**src/rtl/recepcion.sv**
```systemverilog
// UART receiver, 8N1, LSB first. Two-flop input synchronizer feeds a
// START/DATA/STOP sampling FSM that yields a byte with a done or ferr strobe.
//
// state   | meaning
// IDLE    | line idle, waiting for rx_s low
// START   | half-bit wait, confirm start bit (reject glitches)
// DATA    | sample 8 data bits at bit centres, LSB first
// STOP    | sample stop bit; high -> done, low -> ferr
// WAIT_HI | bad frame / line break, wait for line to return high
module recepcion #(
  parameter int CLKS_PER_BIT = 5208,
  parameter int CNT_W        = 13
) (
  input  logic       clk_in,
  input  logic       reset,
  input  logic       rx,
  output logic [7:0] dout,
  output logic       busy,
  output logic       done,
  output logic       ferr
);

  localparam logic [CNT_W-1:0] BIT_TC  = CNT_W'(CLKS_PER_BIT - 1);
  localparam logic [CNT_W-1:0] HALF_TC = CNT_W'(CLKS_PER_BIT / 2 - 1);

  typedef enum logic [2:0] {
    IDLE    = 3'd0,
    START   = 3'd1,
    DATA    = 3'd2,
    STOP    = 3'd3,
    WAIT_HI = 3'd4
  } state_t;

  state_t           state;
  logic             rx_m;
  logic             rx_s;
  logic [CNT_W-1:0] cnt;
  logic [2:0]       idx;
  logic [7:0]       shreg;

  // Synchronizer presets to 1 so reset looks like an idle line.
  always_ff @(posedge clk_in or negedge reset) begin
    if (!reset) begin
      rx_m <= 1'b1;
      rx_s <= 1'b1;
    end else begin
      rx_m <= rx;
      rx_s <= rx_m;
    end
  end

  always_ff @(posedge clk_in or negedge reset) begin
    if (!reset) begin
      state <= IDLE;
      cnt   <= '0;
      idx   <= '0;
      shreg <= '0;
      dout  <= '0;
      busy  <= 1'b0;
      done  <= 1'b0;
      ferr  <= 1'b0;
    end else begin
      done <= 1'b0;
      ferr <= 1'b0;
      case (state)
        IDLE: begin
          cnt <= '0;
          if (!rx_s) begin
            state <= START;
            busy  <= 1'b1;
          end
        end
        START: begin
          if (cnt == HALF_TC) begin
            cnt <= '0;
            idx <= '0;
            if (!rx_s) begin
              state <= DATA;
            end else begin
              state <= IDLE;
              busy  <= 1'b0;
            end
          end else begin
            cnt <= cnt + 1'b1;
          end
        end
        DATA: begin
          if (cnt == BIT_TC) begin
            cnt        <= '0;
            shreg[idx] <= rx_s;
            if (idx == 3'd7) state <= STOP;
            else             idx   <= idx + 1'b1;
          end else begin
            cnt <= cnt + 1'b1;
          end
        end
        STOP: begin
          if (cnt == BIT_TC) begin
            cnt  <= '0;
            busy <= 1'b0;
            if (rx_s) begin
              dout  <= shreg;
              done  <= 1'b1;
              state <= IDLE;
            end else begin
              ferr  <= 1'b1;
              state <= WAIT_HI;
            end
          end else begin
            cnt <= cnt + 1'b1;
          end
        end
        WAIT_HI: begin
          cnt <= '0;
          if (rx_s) state <= IDLE;
        end
        default: begin
          state <= IDLE;
          cnt   <= '0;
          busy  <= 1'b0;
        end
      endcase
    end
  end

endmodule

```
**config.mk**
```make
export PLATFORM = sky130hd
export DESIGN_NAME = recepcion
export DESIGN_NICKNAME = d
export VERILOG_FILES = /design/src/rtl/recepcion.sv
export SDC_FILE = /design/constraint.sdc
export NUM_CORES = 1
export LEC_CHECK = 0
export CAP_MARGIN = 15
export CORE_UTILIZATION = 55
export CTS_CLUSTER_SIZE = 12
export DETAILED_ROUTE_END_ITERATION = 8
export GPL_ROUTABILITY_DRIVEN = 0
export GPL_TIMING_DRIVEN = 1
export MAX_ROUTING_LAYER = met4
export PLACE_DENSITY = 0.81
export SYNTH_ARGS = -nofsm -noshare
export SYNTH_HDL_FRONTEND = slang
export SYNTH_SLANG_ARGS = --single-unit
```
**constraint.sdc**
```tcl
create_clock -name clk_in -period 6.7 [get_ports clk_in]
set_clock_uncertainty 0.2 [all_clocks]
set_input_delay 0.67 -clock clk_in [delete_from_list [all_inputs] [get_ports clk_in]]
set_output_delay 0.67 -clock clk_in [all_outputs]
set_load 0.005 [all_outputs]
```
==> impl_metrics.tcl, run 1 <==
set metrics [dict create \
    p_seq_share_pct 64.7 \
    post-place-ws_ps 4110 \
    max_freq_mhz 384 \
    synth_warnings 0 \
    grt_usage_pct 23.3 \
    antenna_found_initial 0 \
    place_inst 223 \
    synth_cell_types 44 \
    routed_wirelength_um 3640 \
    cts_setup_buffers 0 \
    die_y_um 61.6 \
    clkTransAtPathRegs_ps 110 \
    switchingPower_w 0.0000816 \
    ys_ff_latch 40 \
    cp-start-kind "register" \
    post_cts_resized 0 \
    intPower_w 0.000295 \
    syn_nets 176 \
    report.final.slew_viol_count 0 \
    drtPass1Iterations 4 \
    drt_iter0_markers 90 \
    syn_area_um2 1950 \
    yosys.area_share.adder_pct 2.44 \
    clock-root-buffer "clkbuf_4" \
    hold_class "register to register" \
    min_period_ps 2600 \
    avgSynthCellArea_um2 11.5 \
    rows 21 \
    grt_pass1_wl_um 6290 \
    wl_met3_um 122 \
    p_leak_nw 0.914 \
    final_hold_viol_count 0 \
    grt_overflow 0 \
    setup_viol 0 \
    min_period_over_period_pct 38.8 \
    n_antenna_cell 0 \
    fp.coreArea_um2 3360 \
    drive_above_1_share_pct 20.0 \
    routed.top_layer "met4" \
    ir_drop_v 0.000121 \
    via_count 1337 \
    ys.flop_type "dfrtp_1" \
    num-fill-cells 280 \
    synth-edff-count 0 \
    wl_per_cell_um 15.8 \
    grt_max_degree 41 \
    combPwrFrac_pct 1.7 \
    path_class "register to register" \
    dpl.hpwl_um 2580 \
    wl_met1_um 1660 \
    p_sw_share_pct 21.7 \
    cp_data_required_time_ps 6730 \
    synthMuxAreaShare_pct 9.23 \
    fin_nets 190 \
    stdcell_count 231 \
    async_flop_share_pct 100 \
    syn_inst 170 \
    grt_pass1_vias 1363 \
    drc 0 \
    worstMarginPinSlew_ps 851 \
    synth_seq_area_share_pct 51.4 \
    cts_tree "built" \
    synth-simple-area-share_pct 24.0 \
    critical_path_arrival_ps 2630 \
    insertion_delay_ps 340 \
    htree_levels 2 \
    setup_slack_ps 4100 \
    crit_path_end_kind "register" \
    relSlewSlack_pct 43.2 \
    pwr-share-clk_pct 33.7 \
    via_per_inst 5.79 \
    start_util_pct 58.0 \
    hold_buffers 0 \
    cp_max_fo 12 \
    dieArea_um2 3790 \
    wl_met2_um 1780 \
    cts_buffers 5 \
    clockBufferDepth 2 \
    drtAntennaViolNets 0 \
    die_w_um 61.6 \
    cap_viol_max_count 0 \
    synth_xor_area_share_pct 5.38 \
    io_buffers 13 \
    num_io_pins 14 \
    synth_compound_area_share_pct 5.06 \
    cts.sinks 40 \
    rsz0062_at_grt "false" \
    status "finished clean" \
    synth_top_family_by_area "simple AND/OR/NAND/NOR gates" \
    fin_tns_setup_ps 0 \
    power_density_nw_per_um2 174 \
    area.growth.synth_to_final_pct 10.8 \
    final_util_pct 64.3 \
]
through the flow:
stage	instance area [µm²]	hold WS, ps	total power (W)
2_1_floorplan	1950	145	0.000249
3_3_place_gp	2100	148	0.000255
3_5_place_dp	2100	151	0.000255
4_1_cts	2160	167	0.000381
5_1_grt	2160	171	0.000394
6_report	2160	165	0.000377
worst max-delay path, stage by stage (launching register included):
cell and delay (ps):
dfrtp_1 430, ha_1 290, nor4b_2 310, nand4_2 350, nor3_4 520, mux2_2 400
cell usage in the layout, fill, tap and decap left out, drive strengths merged, types with 3 or more instances in the layout:
master / netlist / layout
nand3: 7 / 7
nor2: 19 / 19
nor2b: 3 / 3
clkbuf: 4 / 7
mux2: 16 / 16
nand2: 9 / 9
inv: 4 / 4
ha: 3 / 3
xnor2: 10 / 10
nor4: 7 / 7
nand2b: 5 / 5
nor3: 12 / 12
dfrtp: 38 / 38
clkdlybuf4s50: 0 / 12
final cells by class:
| cell class | instances | area, µm² | share of cell area (%) |
|---|---|---|---|
| timing repair buffer | 13 | 125 | 5.78 |
| sequential | 40 | 1000 | 46.4 |
| tap | 46 | 57.6 | 2.66 |
| inverter | 4 | 15.0 | 0.694 |
| clock inverter | 1 | 7.51 | 0.347 |
| clock buffer | 7 | 55.1 | 2.54 |
| multi-input combinational | 120 | 900 | 41.6 |
logic make-up after synthesis:
kind of cell    Yosys count
simple gates             76
flops                    40
mux                      16
compound gates           12
xor+xnor                 12
buf+inv                  10
fa+ha+maj                 4
cell usage after synthesis (2+ instances only):
cell | count | area (µm²)
dfrtp_1 | 38 | 951
nor2_1 | 19 | 71.3
mux2_2 | 16 | 180
nor3_1 | 11 | 55.1
xnor2_1 | 10 | 87.6
nand2_1 | 9 | 33.8
nand3_1 | 7 | 35.0
nand2b_1 | 5 | 31.3
clkbuf_1 | 4 | 15.0
inv_1 | 4 | 15.0
nor4_1 | 4 | 25.0
ha_1 | 3 | 37.5
nor2b_1 | 3 | 18.8
a22o_1 | 2 | 17.5
dfstp_2 | 2 | 52.6
nor4_2 | 2 | 25.0
o21ai_0 | 2 | 10.0
or4bb_1 | 2 | 22.5
xor2_1 | 2 | 17.5
metal layers:
layer | track usage, % | vias to the layer above
li1 | - | 636
met1 | 29.8 | 663
met2 | 36.1 | 28
met3 | 5.88 | 10
met4 | 8.25 | 0
met5 | - | -
path summary, 6_finish.rpt:
check	depth (start not counted)	startpoint	endpoint	slack (ps)
worst max-delay path	5	cnt[1]$_DFF_PN0_	dout[1]$_DFFE_PN0P_	4100
min in group asynchronous	1	reset	idx[0]$_DFFE_PN0P_	220
worst min register to register	0	rx_m$_DFF_PN1_	rx_s$_DFF_PN1_	160
max in group asynchronous	1	reset	cnt[2]$_DFF_PN0_	5540
worst min-delay path	0	rx_m$_DFF_PN1_	rx_s$_DFF_PN1_	160
worst max register to register	5	cnt[1]$_DFF_PN0_	dout[1]$_DFFE_PN0P_	4100
registers in the layout, summed over array words and instances (netlist names):
signal,flops
busy,1
cnt,13
done,1
dout,8
ferr,1
idx,3
rx_m,1
rx_s,1
shreg,8
state,3
power by group through the flow:
| stage | registers, W | clock network, W | logic (W) |
|---|---|---|---|
| after CTS | 0.000244 | 0.000130 | 0.00000668 |
| after detailed placement | 0.000248 | 0 | 0.00000671 |
| final | 0.000244 | 0.000127 | 0.00000627 |
| after global routing | 0.000244 | 0.000142 | 0.00000754 |
| after global placement | 0.000248 | 0 | 0.00000635 |
| after floorplan | 0.000247 | 0 | 0.00000164 |
No activity file was read; power rests on OpenSTA's default activity.
==> run 2, diff against run 1 <==
- CORE_UTILIZATION: 55 -> 52
- clock period: 6.7 -> 2.2 ns (I/O delays scaled with it)
==> impl_metrics.tcl, run 2 (synthesized netlist as in run 1, its figures left out) <==
set metrics [dict create \
    setup_viol 0 \
    worstMarginPinSlew_ps 869 \
    drive_above_1_share_pct 31.4 \
    cp-start-kind "register" \
    multi_input_area_um2 1010 \
    drt_iter0_markers 163 \
    crit_path_end_kind "register" \
    report.final.slew_viol_count 0 \
    via_per_inst 6.04 \
    antenna_found_initial 0 \
    die_y_um 63.3 \
    crit_path_start "cnt[1]$_DFF_PN0_" \
    cts_tree "built" \
    cap_viol_max_count 0 \
    min-delay-start "rx" \
    max_freq_mhz 462 \
    relSlewSlack_pct 42.1 \
    setup_slack_ps 34.2 \
    critical_path_arrival_ps 2150 \
    slowest_delay_ps 400 \
    clock-root-buffer "clkbuf_8" \
    drtPass1Iterations 4 \
    n_antenna_cell 0 \
    clkTransAtPathRegs_ps 80 \
    wl_per_cell_um 18.6 \
    min_period_ps 2170 \
    power_density_nw_per_um2 547 \
    cts.sinks 40 \
    dpl.hpwl_um 2700 \
    via_count 1527 \
    htree_levels 2 \
    num_io_pins 14 \
    rows 21 \
    start_util_pct 56.3 \
    grt_pass1_vias 1582 \
    die_w_um 63.3 \
    final_hold_viol_count 0 \
    status "finished clean" \
    rsz0062_at_grt "true" \
    routed_wirelength_um 4700 \
    min_period_over_period_pct 98.4 \
    fp.coreArea_um2 3470 \
    grt_overflow 0 \
    post-place-ws_ps -74.0 \
    grt_usage_pct 26.4 \
    cp_max_fo 9 \
    cpMaxStageDelayCell "dfrtp_1" \
    drtAntennaViolNets 0 \
    p_leak_nw 1.09 \
    largestRegisters "cnt (13), dout (8), shreg (8)" \
    fin_nets 212 \
    crit_chain "ha_4, nor4b_4, nand4_4, nor3_4, buf_12, mux2_2" \
    hold_class "input port to register" \
    dieArea_um2 4000 \
    ir_drop_v 0.000373 \
    drc 0 \
    grt_max_degree 41 \
    clockBufferDepth 2 \
    largest_register_ffs 13 \
    num-fill-cells 227 \
    cp_data_required_time_ps 2180 \
    regArea_um2 1000 \
    grt_pass1_wl_um 7730 \
    insertion_delay_ps 300 \
    r2r-start "cnt[1]$_DFF_PN0_" \
    cts_buffers 5 \
    area.growth.synth_to_final_pct 28.5 \
    io_buffers 13 \
    largest-register "cnt" \
    mostFrequentLayoutCell "dfrtp_1" \
    fin_tns_setup_ps 0 \
    final_cell_mix "dfrtp_1, nor2_1, buf_4" \
    path_class "register to register" \
]
## run 2: cell types whose count changed in the layout (fill, tap and decap cells not counted), moves of 2 or more
cell | before | now
clkbuf_8 | 1 | 5
nor3_2 | 0 | 4
nor4_4 | 1 | 3
buf_4 | 0 | 18
o32a_4 | 0 | 2
clkbuf_4 | 5 | 0
clkinv_4 | 0 | 2
nor3_1 | 11 | 7
## run 2: final cells by class
| cell class | count | share of cell area (%) |
|---|---|---|
| tap | 46 | 2.30 |
| timing repair buffer | 34 | 12.0 |
| sequential | 40 | 40.0 |
| clock inverter | 3 | 1.90 |
| inverter | 4 | 0.599 |
| clock buffer | 5 | 2.74 |
| multi-input combinational | 121 | 40.4 |
## run 2: report_power, final
group          switching [W]  internal (W)  leakage (nW)
registers         0.00000399      0.000738         0.532
logic              0.0000159    0.00000493         0.499
clock network       0.000266      0.000341        0.0583
total               0.000286       0.00108          1.09
## run 2: per-stage QoR
step | utilization (%) | hold WS, ps | instances | power (W) | instance area [µm²]
detailed placement | 64.2 | 149 | 238 | 0.000777 | 2230
global route | 72.3 | 118 | 253 | 0.00140 | 2510
CTS | 70.3 | 118 | 251 | 0.00138 | 2440
global placement | 64.2 | 147 | 238 | 0.000776 | 2230
floorplan | - | -276 | 170 | 0.000758 | 1950
finish | 72.3 | 120 | 253 | 0.00137 | 2510
## run 2: what timing repair did
action,4_1_cts,5_1_grt
cloned,1,0
gates resized for setup,7,9
hold endpoints to repair,38,0
setup buffers,3,2
endpoints found under the setup margin,31,20
hold buffers,1,0
pin swaps,3,3
## run 2: worst paths after layout
check                                      end  slack, ps  cells after the start
setup / recovery           dout[4]$_DFFE_PN0P_         30                      6
hold / removal                  rx_m$_DFF_PN1_        120                      1
setup reg to reg           dout[4]$_DFFE_PN0P_         30                      6
hold reg to reg                 rx_s$_DFF_PN1_        160                      0
max in group asynchronous     cnt[9]$_DFF_PN0_        870                      2
min in group asynchronous    cnt[11]$_DFF_PN0_        370                      2
## run 2: critical path: cells and delay by family (launching register included)
family	cells	cell delay (ps)
AND/OR/NAND/NOR	3	780
flip-flops	1	400
multiplexers	1	350
adder cells (fa/ha/maj)	1	170
buffers and inverters	1	150
## run 2: per-layer routing
layer,vias up,part of all wire (%),routed length [µm],track usage (%)
li1,681,-,-,-
met1,752,39,1860,30.6
met2,72,50,2330,42.1
met3,22,5.9,276,5.98
met4,0,5.0,233,15.1
met5,-,0,0,-
==> run 3, diff against run 2 <==
- CORE_UTILIZATION: 52 -> 50
- PLACE_DENSITY: 0.81 -> 0.78
==> impl_metrics.tcl, run 3 (synthesized netlist as in run 1, its figures left out) <==
set metrics [dict create \
    status "finished clean" \
    setup_viol 0 \
    p_seq_share_pct 54.0 \
    start_util_pct 52.5 \
    clock-root-buffer "clkbuf_8" \
    fin_nets 210 \
    die_y_um 64.5 \
    grt_pass1_wl_um 6670 \
    drc 0 \
    clockBufferDepth 2 \
    cp_num_buf_inv 1 \
    critical_path_arrival_ps 2180 \
    clkTransAtPathRegs_ps 80 \
    p_sw_share_pct 21.1 \
    area.growth.synth_to_final_pct 26.8 \
    path_class "register to register" \
    min_period_ps 2190 \
    num_io_pins 14 \
    report.final.slew_viol_count 0 \
    routed_wirelength_um 4360 \
    wl_per_cell_um 17.2 \
    cts_buffers 5 \
    io_buffers 13 \
    final_cell_mix "dfrtp_1, nor2_1, mux2_2, buf_4, clkdlybuf4s50_1" \
    largest_register_ffs 13 \
    crit_path_start "cnt[1]$_DFF_PN0_" \
    dpl.hpwl_um 2660 \
    r2r-start "cnt[1]$_DFF_PN0_" \
    drtPass1Iterations 5 \
    relSlewSlack_pct 41.1 \
    cp_max_fo 3 \
    cp_data_required_time_ps 2190 \
    cts.sinks 40 \
    worst-path-stages 6 \
    final_hold_viol_count 0 \
    via_per_inst 5.89 \
    via_count 1489 \
    cpMaxStageDelayCell "or4bb_4" \
    drtAntennaViolNets 0 \
    mostFrequentLayoutCell "dfrtp_1" \
    min_period_over_period_pct 99.4 \
    switchingPower_w 0.000290 \
    grt_overflow 0 \
    ir_drop_v 0.000426 \
    cts_tree "built" \
    slowest_delay_ps 480 \
    cap_viol_max_count 0 \
    grt_usage_pct 22.4 \
    finalPower_w 0.00137 \
    endpoint "idx[2]$_DFFE_PN0P_" \
    grt_max_degree 41 \
    hold_class "input port to register" \
    fp.coreArea_um2 3720 \
    n_antenna_cell 0 \
    worstMarginPinSlew_ps 883 \
    regToRegSetupSlack_ps 10 \
    pwr-share-clk_pct 44.5 \
    drt_iter0_markers 143 \
    ff2ff_path_depth 6 \
    combPwrFrac_pct 1.5 \
    max_freq_mhz 457 \
    fin_tns_setup_ps 0 \
    cpLargestDelayFamily "simple AND/OR/NAND/NOR gates" \
    htree_levels 2 \
    rows 22 \
    reg2reg_to "idx[2]$_DFFE_PN0P_" \
    dieArea_um2 4160 \
    crit_chain "ha_4, buf_4, or4bb_4, nor4_4, o221ai_2, a22o_1" \
    intPower_w 0.00108 \
    largest-register "cnt" \
    largestRegisters "cnt (13), dout (8), shreg (8)" \
    power_density_nw_per_um2 555 \
    antenna_found_initial 0 \
    cp-start-kind "register" \
    drive_above_1_share_pct 30.2 \
    crit_path_end_kind "register" \
    grt_pass1_vias 1388 \
    p_leak_nw 1.08 \
    insertion_delay_ps 300 \
    die_w_um 64.5 \
]
-- run 3: cell count changes in the layout (fill, tap and decap cells not counted), sizes merged --
| cell | change |
|---|---|
| buf | -2 |
-- run 3: power groups by stage --
| stage | Sequential (W) | Clock (W) | Combinational, W |
|---|---|---|---|
| 2_1_floorplan | 0.000754 | 0 | 0.00000500 |
| 3_3_place_gp | 0.000756 | 0 | 0.0000196 |
| 3_5_place_dp | 0.000756 | 0 | 0.0000211 |
| 4_1_cts | 0.000742 | 0.000625 | 0.0000222 |
| 5_1_grt | 0.000742 | 0.000654 | 0.0000247 |
| 6_report | 0.000742 | 0.000611 | 0.0000209 |
-- run 3: how the worst min path moves through the flow --
stage	to	depth (start not counted)	startpoint
after floorplan	busy$_DFFE_PN0P_	0	reset
after global placement	rx_s$_DFF_PN1_	0	rx_m$_DFF_PN1_
after detailed placement	rx_s$_DFF_PN1_	0	rx_m$_DFF_PN1_
after CTS	rx_m$_DFF_PN1_	1	rx
after global routing	rx_m$_DFF_PN1_	1	rx
final	rx_m$_DFF_PN1_	1	rx
-- run 3: worst register-to-register path: cells and delay by family (launching register included) --
family,cells,cell delay (ps)
and+or+nand+nor,2,780
DFF,1,410
AOI/OAI and AO/OA,2,390
adders and majority gates,1,170
buffers and inverters,1,120
-- run 3: layer usage --
layer	vias up	share of wire (%)	track usage, %	wire length (µm)
met1	736	44	28.8	1900
met4	0	0.80	8.61	35
met2	66	49	33.2	2140
met5	-	0	-	0
li1	683	-	-	-
met3	4	6.5	7.04	282
-- run 3: stage by stage --
step / utilization [%] / worst slack, ps / hold slack (ps) / cell area, µm² / std cells
6_report: 66.6 / 13.4 / 123 / 2470 / 253
2_1_floorplan: - / 49.4 / -276 / 1950 / 170
3_3_place_gp: 59.8 / -31.7 / 148 / 2220 / 239
4_1_cts: 64.7 / -13.5 / 120 / 2400 / 249
5_1_grt: 66.6 / -53.0 / 128 / 2470 / 253
3_5_place_dp: 59.8 / -89.9 / 149 / 2220 / 239
-- run 3: cell type report --
type                            count  area (µm²)
Fill cell                         281        1240
Sequential cell                    40        1000
Multi-Input combinational cell    121         993
Timing Repair Buffer               32         287
Clock buffer                        5        68.8
Tap cell                           48        60.1
Clock inverter                      3        47.5
Inverter                            4        15.0
-- run 3: repair_timing --
| item | CTS | global route |
|---|---|---|
| setup buffers | 0 | 4 |
| gates resized for setup | 6 | 7 |
| pin swaps | 4 | 9 |
| setup endpoints to repair | 24 | 33 |
| gates cloned | 1 | 0 |
| hold endpoints to repair | 38 | 0 |
| hold buffers | 1 | 0 |
